==> config.mk <==
export PLATFORM = sky130hd
export DESIGN_NAME = seg_scan_ctrl
export DESIGN_NICKNAME = d
export VERILOG_FILES = /design/src/rtl/seg_scan_ctrl.sv
export SDC_FILE = /design/constraint.sdc
export NUM_CORES = 1
export LEC_CHECK = 0
export BUFFER_PORTS_ARGS = -buffer_cell sky130_fd_sc_hd__buf_2
export CAP_MARGIN = 25
export CORE_ASPECT_RATIO = 0.5
export CORE_MARGIN = 5
export CORE_UTILIZATION = 57
export CTS_CLUSTER_DIAMETER = 120
export CTS_CLUSTER_SIZE = 14
export DETAILED_ROUTE_END_ITERATION = 8
export MAX_ROUTING_LAYER = met4
export PLACE_DENSITY_LB_ADDON = 0.08
export SKIP_LAST_GASP = 1
export SYNTH_ARGS = -nofsm -noshare
export SYNTH_HDL_FRONTEND = slang
export SYNTH_SLANG_ARGS = --single-unit
==> constraint.sdc <==
create_clock -name clk -period 3.3 [get_ports clk]
set_input_delay 0.33 -clock clk [delete_from_list [all_inputs] [get_ports clk]]
set_output_delay 0.33 -clock clk [all_outputs]
set_load 0.03 [all_outputs]
==> src/rtl/seg_scan_ctrl.sv <==
// seg_scan_ctrl: time-multiplexed scan controller for a 4-digit common-anode
// 7-segment display. One shared decoder; each digit is lit for DWELL cycles
// followed by an all-off GAP. New values are staged in a shadow register and
// only committed at frame boundaries (or immediately while idle).
module seg_scan_ctrl #(
    parameter int DWELL = 1000,
    parameter int GAP   = 4
) (
    input  logic        clk,
    input  logic        rst,
    input  logic        enable,
    input  logic        load,
    input  logic [15:0] load_data,
    input  logic [3:0]  blank_mask,
    output logic        ready,
    output logic [3:0]  nibble_out,
    output logic [3:0]  digit_sel,
    output logic        frame_done
);

    localparam int MAXC = (DWELL > GAP) ? DWELL : GAP;
    localparam int CW   = (MAXC > 1) ? $clog2(MAXC) : 1;

    typedef enum logic [1:0] {S_IDLE, S_ON, S_GAP} state_t;

    state_t      state_q, state_d;
    logic [1:0]  idx_q, idx_d;
    logic [CW-1:0] cnt_q, cnt_d;
    logic [15:0] active_q, active_d;
    logic [15:0] pending_q, pending_d;
    logic        pv_q, pv_d;
    logic        ready_q, ready_d;
    logic [3:0]  nib_q, nib_d;
    logic [3:0]  sel_q, sel_d;
    logic        fd_q, fd_d;

    logic        dwell_done, gap_done, wrap, commit;
    logic [15:0] next_active;
    logic [1:0]  idx_nxt;

    // Active-low enable for one digit, forced dark when that digit is blanked.
    function automatic logic [3:0] sel_for(input logic [1:0] i, input logic [3:0] blank);
        logic [3:0] s;
        s = 4'b1111;
        if (!blank[i]) s[i] = 1'b0;
        return s;
    endfunction

    // Next-state, commit and handshake logic.
    always_comb begin
        state_d   = state_q;
        idx_d     = idx_q;
        cnt_d     = cnt_q;
        nib_d     = nib_q;
        sel_d     = sel_q;
        fd_d      = 1'b0;
        pending_d = pending_q;
        pv_d      = pv_q;

        dwell_done = (cnt_q == CW'(DWELL - 1));
        gap_done   = (cnt_q == CW'(GAP - 1));
        idx_nxt    = idx_q + 2'd1;
        wrap       = (state_q == S_GAP) && enable && gap_done && (idx_q == 2'd3);
        commit     = pv_q && ((state_q == S_IDLE) || wrap);

        // The value being committed on this edge is what digit 0 must show next.
        next_active = commit ? pending_q : active_q;
        active_d    = next_active;
        if (commit) pv_d = 1'b0;

        case (state_q)
            S_IDLE: begin
                sel_d = 4'b1111;
                if (enable) begin
                    state_d = S_ON;
                    idx_d   = 2'd0;
                    cnt_d   = '0;
                    nib_d   = next_active[3:0];
                    sel_d   = sel_for(2'd0, blank_mask);
                end
            end
            S_ON: begin
                if (!enable) begin
                    state_d = S_IDLE;
                    idx_d   = 2'd0;
                    cnt_d   = '0;
                    sel_d   = 4'b1111;
                end else if (dwell_done) begin
                    state_d = S_GAP;
                    cnt_d   = '0;
                    sel_d   = 4'b1111;
                end else begin
                    cnt_d = cnt_q + CW'(1);
                    sel_d = sel_for(idx_q, blank_mask);
                end
            end
            S_GAP: begin
                if (!enable) begin
                    state_d = S_IDLE;
                    idx_d   = 2'd0;
                    cnt_d   = '0;
                    sel_d   = 4'b1111;
                end else if (gap_done) begin
                    state_d = S_ON;
                    idx_d   = idx_nxt;
                    cnt_d   = '0;
                    nib_d   = next_active[idx_nxt*4 +: 4];
                    sel_d   = sel_for(idx_nxt, blank_mask);
                    fd_d    = (idx_q == 2'd3);
                end else begin
                    cnt_d = cnt_q + CW'(1);
                end
            end
            default: begin
                state_d = S_IDLE;
                idx_d   = 2'd0;
                cnt_d   = '0;
                sel_d   = 4'b1111;
            end
        endcase

        // ready lags the shadow register by one cycle so it rises after commit.
        if (load && ready_q) begin
            pending_d = load_data;
            pv_d      = 1'b1;
            ready_d   = 1'b0;
        end else begin
            ready_d = ~pv_q;
        end
    end

    // State and registered outputs.
    always_ff @(posedge clk) begin
        if (rst) begin
            state_q   <= S_IDLE;
            idx_q     <= 2'd0;
            cnt_q     <= '0;
            active_q  <= 16'h0;
            pending_q <= 16'h0;
            pv_q      <= 1'b0;
            ready_q   <= 1'b1;
            nib_q     <= 4'h0;
            sel_q     <= 4'b1111;
            fd_q      <= 1'b0;
        end else begin
            state_q   <= state_d;
            idx_q     <= idx_d;
            cnt_q     <= cnt_d;
            active_q  <= active_d;
            pending_q <= pending_d;
            pv_q      <= pv_d;
            ready_q   <= ready_d;
            nib_q     <= nib_d;
            sel_q     <= sel_d;
            fd_q      <= fd_d;
        end
    end

    assign ready      = ready_q;
    assign nibble_out = nib_q;
    assign digit_sel  = sel_q;
    assign frame_done = fd_q;

endmodule

Yosys cells after proc, flatten, opt, wreduce, memory -nomap -nowiden
Index checks and enable logic that the tools add are counted.
{"block": "word_totals", "reg_bits": 57, "latchBits": 0, "ramBits": 0, "rom_bits": 0, "input_bits": 24, "out_inout_bits": 10, "elab_cells": 91, "memories": 0}
{"block": "classes", "n_addsub": 2, "multipliers": 0, "div_mod_pow": 0, "order_cmp": 4, "n_eq_ne": 11, "shifts": 1, "mux": 42, "bitwise_logic": 6, "n_reduce_logical": 15}
{"operator": "$mux 10", "count": 5}
{"operator": "$mux 4", "count": 9}
{"operator": "$pmux 10 s3", "count": 1}
{"operator": "$mux 2", "count": 9}
{"operator": "$mux 16", "count": 1}
{"operator": "$shiftx 16x5->4", "count": 1}
{"operator": "$pmux 2 s3", "count": 2}
{"operator": "$pmux 4 s3", "count": 1}
{"operator": "$add 10x1->10 const B", "count": 1}
{"operator": "$eq 10x10->1 const B", "count": 1}
{"operator": "$eq 10x2->1 const B", "count": 1}
{"operator": "$mux 1", "count": 9}
{"operator": "$ne 2x2->1 const B", "count": 4}
{"operator": "$not 4->4", "count": 2}
{"operator": "$pmux 4 s2", "count": 1}
{"operator": "$logic_and 1x1->1", "count": 7}
{"operator": "$lt 2x3->1 const B", "count": 2}
{"operator": "$ne 3x3->1 const B", "count": 2}
{"operator": "$reduce_and 3->1", "count": 2}
{"operator": "$bmux 1 s2", "count": 2}
{"operator": "$demux 1 s2", "count": 2}
{"operator": "$eq 2x2->1 const B", "count": 2}
{"operator": "$ge 2x1->1 const B", "count": 2}
{"operator": "$not 1->1", "count": 4}
{"operator": "7 further kinds", "count": 8}

Depth between registers and ports, before layout
{"block": "logic_depth", "depth_word": 11, "ltp_mapped": 11, "ltp_nobuf": 8}

Least setup slack after synthesis
No wires, ideal clock.
{"block": "synth_timing", "kind": "register -> register", "startpoint": "register idx_q[0]", "endpoint": "register nib_q[1] (netlist: nibble_out[1])", "setup_ns": 0.128, "arrival_time_ns": 2.221, "required_ns": 3.172, "setup_slack_ns": 0.951, "path_stages_with_launch": 10, "n_path_buf": 2, "period_less_slack_ns": 2.349, "path_cell_list": "dfxtp_1 > clkbuf_1 > inv_1 > ha_1 > clkbuf_1 > or2_2 > o22ai_1 > mux2i_1 > a221oi_1 > a21oi_2"}
{"block": "synth_between", "elab_chain_len": 9, "word_cells_on_any_way": 11, "classes_between": "add/sub: 1; eq/ne: 1; shift: 1; mux: 5; reduce/logical: 3"}
{"item": "from (decl)", "line_no": "27", "rtl": "logic [1:0] idx_q, idx_d;"}
{"item": "from (signal assigned)", "line_no": "147", "rtl": "idx_q <= idx_d;"}
{"item": "$eq 2x2->1", "line_no": "63", "rtl": "wrap = (state_q == S_GAP) && enable && gap_done && (idx_q == 2'd3);"}
{"item": "$logic_and 1x1->1", "line_no": "63"}
{"item": "$logic_or 1x1->1", "line_no": "64", "rtl": "commit = pv_q && ((state_q == S_IDLE) || wrap);"}
{"item": "$logic_and 1x1->1", "line_no": "64"}
{"item": "$mux 16", "line_no": "67", "rtl": "next_active = commit ? pending_q : active_q;"}
{"item": "$shiftx 16x5->4", "line_no": "107", "rtl": "nib_d = next_active[idx_nxt*4 +: 4];"}
{"item": "$mux 4", "line_no": "103", "rtl": "end else if (gap_done) begin"}
{"item": "$mux 4", "line_no": "98", "rtl": "if (!enable) begin"}
{"item": "$pmux 4 s2 *", "line_no": "71", "rtl": "case (state_q)"}
{"item": "to (signal assigned)", "line_no": "153", "rtl": "nib_q <= nib_d;"}
{"item": "to (decl)", "line_no": "33", "rtl": "logic [3:0] nib_q, nib_d;"}
Every way passes the cells marked *; elsewhere a longest branch is shown, timed or not. The select of a mux whose other input is x is not followed.
A chain may end at the register's enable or synchronous reset.

Worst setup path in the final report
{"block": "layout_timing", "startpoint": "register idx_q[0]", "endpoint": "register nib_q[3] (netlist: nibble_out[3])"}
Same word-level chain as after synthesis.

==> flow_summary.toml <==
[pwr]
max-vdd-ir-drop_mv = 0.241
power_density_nw_per_um2 = 481
p_leak_nw = 1.22

[timing]
skew_ns = 0.00658
max_slew.worst_pin.slew_ns = 0.834
finalSetupViolations = 0
timing.fmax_mhz = 407
setup_slack_ns = 0.844
rsz0062_at_grt = "no"
drv_slew = 0
fin_crit_sh = 0.744
fin_crit_ns = 2.46
whs_ns = 0.228
finalHoldViolCount = 0
slew_headroom = 0.444
fin_tns_setup_ns = 0

[min_path]
whs_path_depth = 3
hold_path_class = "in2reg"

[synth]
synthMuxAreaShare = 0.0677
synth_compound_area_frac = 0.166
syn_area_um2 = 2790
ys_warn_count = 0
synth_cells = 328
synth_edf_count = 0
async_reset_ff_frac = 0
synth_xor_area_frac = 0.0220
synth.distinct_cells = 54
synth_fa_ha_area_frac = 0.0448
ys_ff_latch = 57
ys_seq_area_frac = 0.409
synth_area_per_cell_um2 = 8.51
yosys.area_share.simple = 0.240
ys.flop_type = "dfxtp_1"
synth_nets = 362
synth_top_family_by_area = "simple AND/OR/NAND/NOR gates"

[drt]
wl_um = 5900
drtIter0Drc = 115
vias_per_cell = 5.39
drc = 0
wl_per_cell_um = 13.7
first_pass_iters = 4
ant_nets = 0
vias = 2319

[placed_design]
dp.final_hpwl_um = 4250
place_congestion = 0.819
pre_cts_ws_ns = 0.843
portBuffers = 33
place_inst = 414

[run_status]
status = "completed"

[final_layout]
seqCellArea_um2 = 1140
layout.cells.non_filler = 430
fillerInstances = 431
multiInputGateArea_um2 = 1510
final_layout_size_suffix_gt1_frac = 0.181
nNetsFinal = 389
diodes = 0
syn_to_final_growth_pct = 11.4

[worst_setup_path]
cp-start-kind = "register"
critPathKind = "reg2reg"
worstPathMaxFanout = 21
cp.required_ns = 3.50
endpoint_kind = "register"
cp.arrival_ns = 2.65
reg2reg_depth = 7

[clock_network]
cts.reportedPaths.clkPinSlew_ns = 0.07
cts.sink_count = 57
cts-buffers-inserted = 9
cts_tree = "built"
cts_resized = 0
cts_max_path_buffers = 2
ctsHoldBuffers = 0
worstSkewPairLatency_ns = 0.33
post_cts_buffers = 0
clockRootBuffer = "clkbuf_8"
cts_max_level = 3

[floorplan]
initial_core_util = 0.577
fp.coreArea_um2 = 4840
die_y_um = 59.5
boundaryPins = 34
die-area_um2 = 6480
rows = 18
die_w_um = 109

[grt]
gr-total-overflow = 0
grt_max_degree = 49
grt.total_usage = 0.206
grt_pass1_wl_um = 10200
first_global_vias = 2238
antenna_found_initial = 0

[flow_run]
max_cap_violations = 0
-- flip-flops by register name, indices dropped and copies added, names as in the netlist --
name and flops:
pending_q 16, digit_sel 4, pv_q 1, cnt_q 10, idx_q 2, active_q 16, ready 1, frame_done 1
state_q 2, nibble_out 4
-- where the power goes --
group	leakage, nW	internal [mW]	switching, mW
logic	0.678	0.0666	0.115
clock network	0.0822	0.276	0.303
registers	0.463	0.714	0.0211
-- cell usage after synthesis (3+ instances only) --
master / count / area [um^2]
a211oi_1: 5 / 37.5
a31oi_1: 5 / 31.3
ha_1: 10 / 125
dfxtp_1: 57 / 1140
nand2b_1: 5 / 31.3
xor2_1: 6 / 52.6
nand3_1: 13 / 65.1
a21oi_1: 31 / 155
o21ai_0: 8 / 40.0
a22o_1: 3 / 26.3
a221oi_1: 3 / 26.3
clkbuf_1: 9 / 33.8
nor2b_1: 7 / 43.8
mux2_2: 3 / 33.8
mux2i_1: 11 / 110
o22ai_1: 3 / 18.8
nor2_1: 30 / 113
nand2_1: 65 / 244
inv_1: 8 / 30.0
-- per-stage QoR --
stage	cell area, um^2	power [mW]	util
2_1_floorplan	2790	0.892	-
6_report	3110	1.50	0.643
3_5_place_dp	2930	0.931	0.606
5_1_grt	3110	1.56	0.643
3_3_place_gp	2930	0.925	0.606
4_1_cts	3110	1.51	0.643
-- layout make-up --
class	instances	share of cell area
Clock inverter	7	0.0173
Clock buffer	9	0.0398
Tap cell	70	0.0281
Timing Repair Buffer	33	0.0531
Inverter	8	0.00965
Multi-Input combinational cell	246	0.485
Sequential cell	57	0.367
-- routing by layer --
| metal | vias to the layer above | part of all wire | track usage | wire length, um |
|---|---|---|---|---|
| li1 | 1200 | - | - | - |
| met1 | 1062 | 0.51 | 0.273 | 2990 |
| met2 | 50 | 0.44 | 0.312 | 2600 |
| met3 | 7 | 0.044 | 0.0490 | 257 |
| met4 | 0 | 0.010 | 0.0665 | 59 |
| met5 | - | 0 | - | 0 |
-- critical path, cell delays in order (launching register included) --
cell and delay, ns:
dfxtp_1 0.61, ha_1 0.27, and3_1 0.16, a41o_1 0.49
nand2_8 0.20, mux2_2 0.34, o211ai_1 0.16, a32oi_1 0.07
-- placed cells by master (no fill, tap or decap), drive strengths merged, types with 3 or more instances in the layout --
| cell type | instances |
|---|---|
| nand2 | 66 |
| dfxtp | 57 |
| buf | 33 |
| a21oi | 33 |
| nor2 | 30 |
| nand3 | 13 |
| mux2i | 11 |
| ha | 10 |
| inv | 10 |
| clkbuf | 9 |
| o21ai | 8 |
| nor2b | 7 |
| xor2 | 6 |
| a211oi | 5 |
| a31oi | 5 |
| nand2b | 5 |
| mux2 | 3 |
| a22o | 3 |
| o22ai | 3 |
| a221oi | 3 |
| clkinvlp | 3 |
| and4 | 3 |
-- path summary, 6_finish.rpt --
path	from	end	slack (ns)
min reg2reg	active_q[6]$_SDFF_PP0_	active_q[6]$_SDFF_PP0_	0.47
max	idx_q[0]$_SDFFE_PP0P_	nibble_out[3]$_SDFFE_PP0P_	0.84
max reg2reg	idx_q[0]$_SDFFE_PP0P_	nibble_out[3]$_SDFFE_PP0P_	0.84
min	load_data[10]	pending_q[10]$_SDFFE_PP0P_	0.23
-- cell families (layout without fill, tap and decap cells) --
family,count (synthesis),after routing
buffers and inverters,25,57
adder cells (fa/ha/maj),10,10
flip-flops,57,57
AND/OR/NAND/NOR,140,140
AO/OA/AOI/OAI,73,73
multiplexers,16,16
XOR/XNOR,7,7
(Power assumes the default switching activity.)
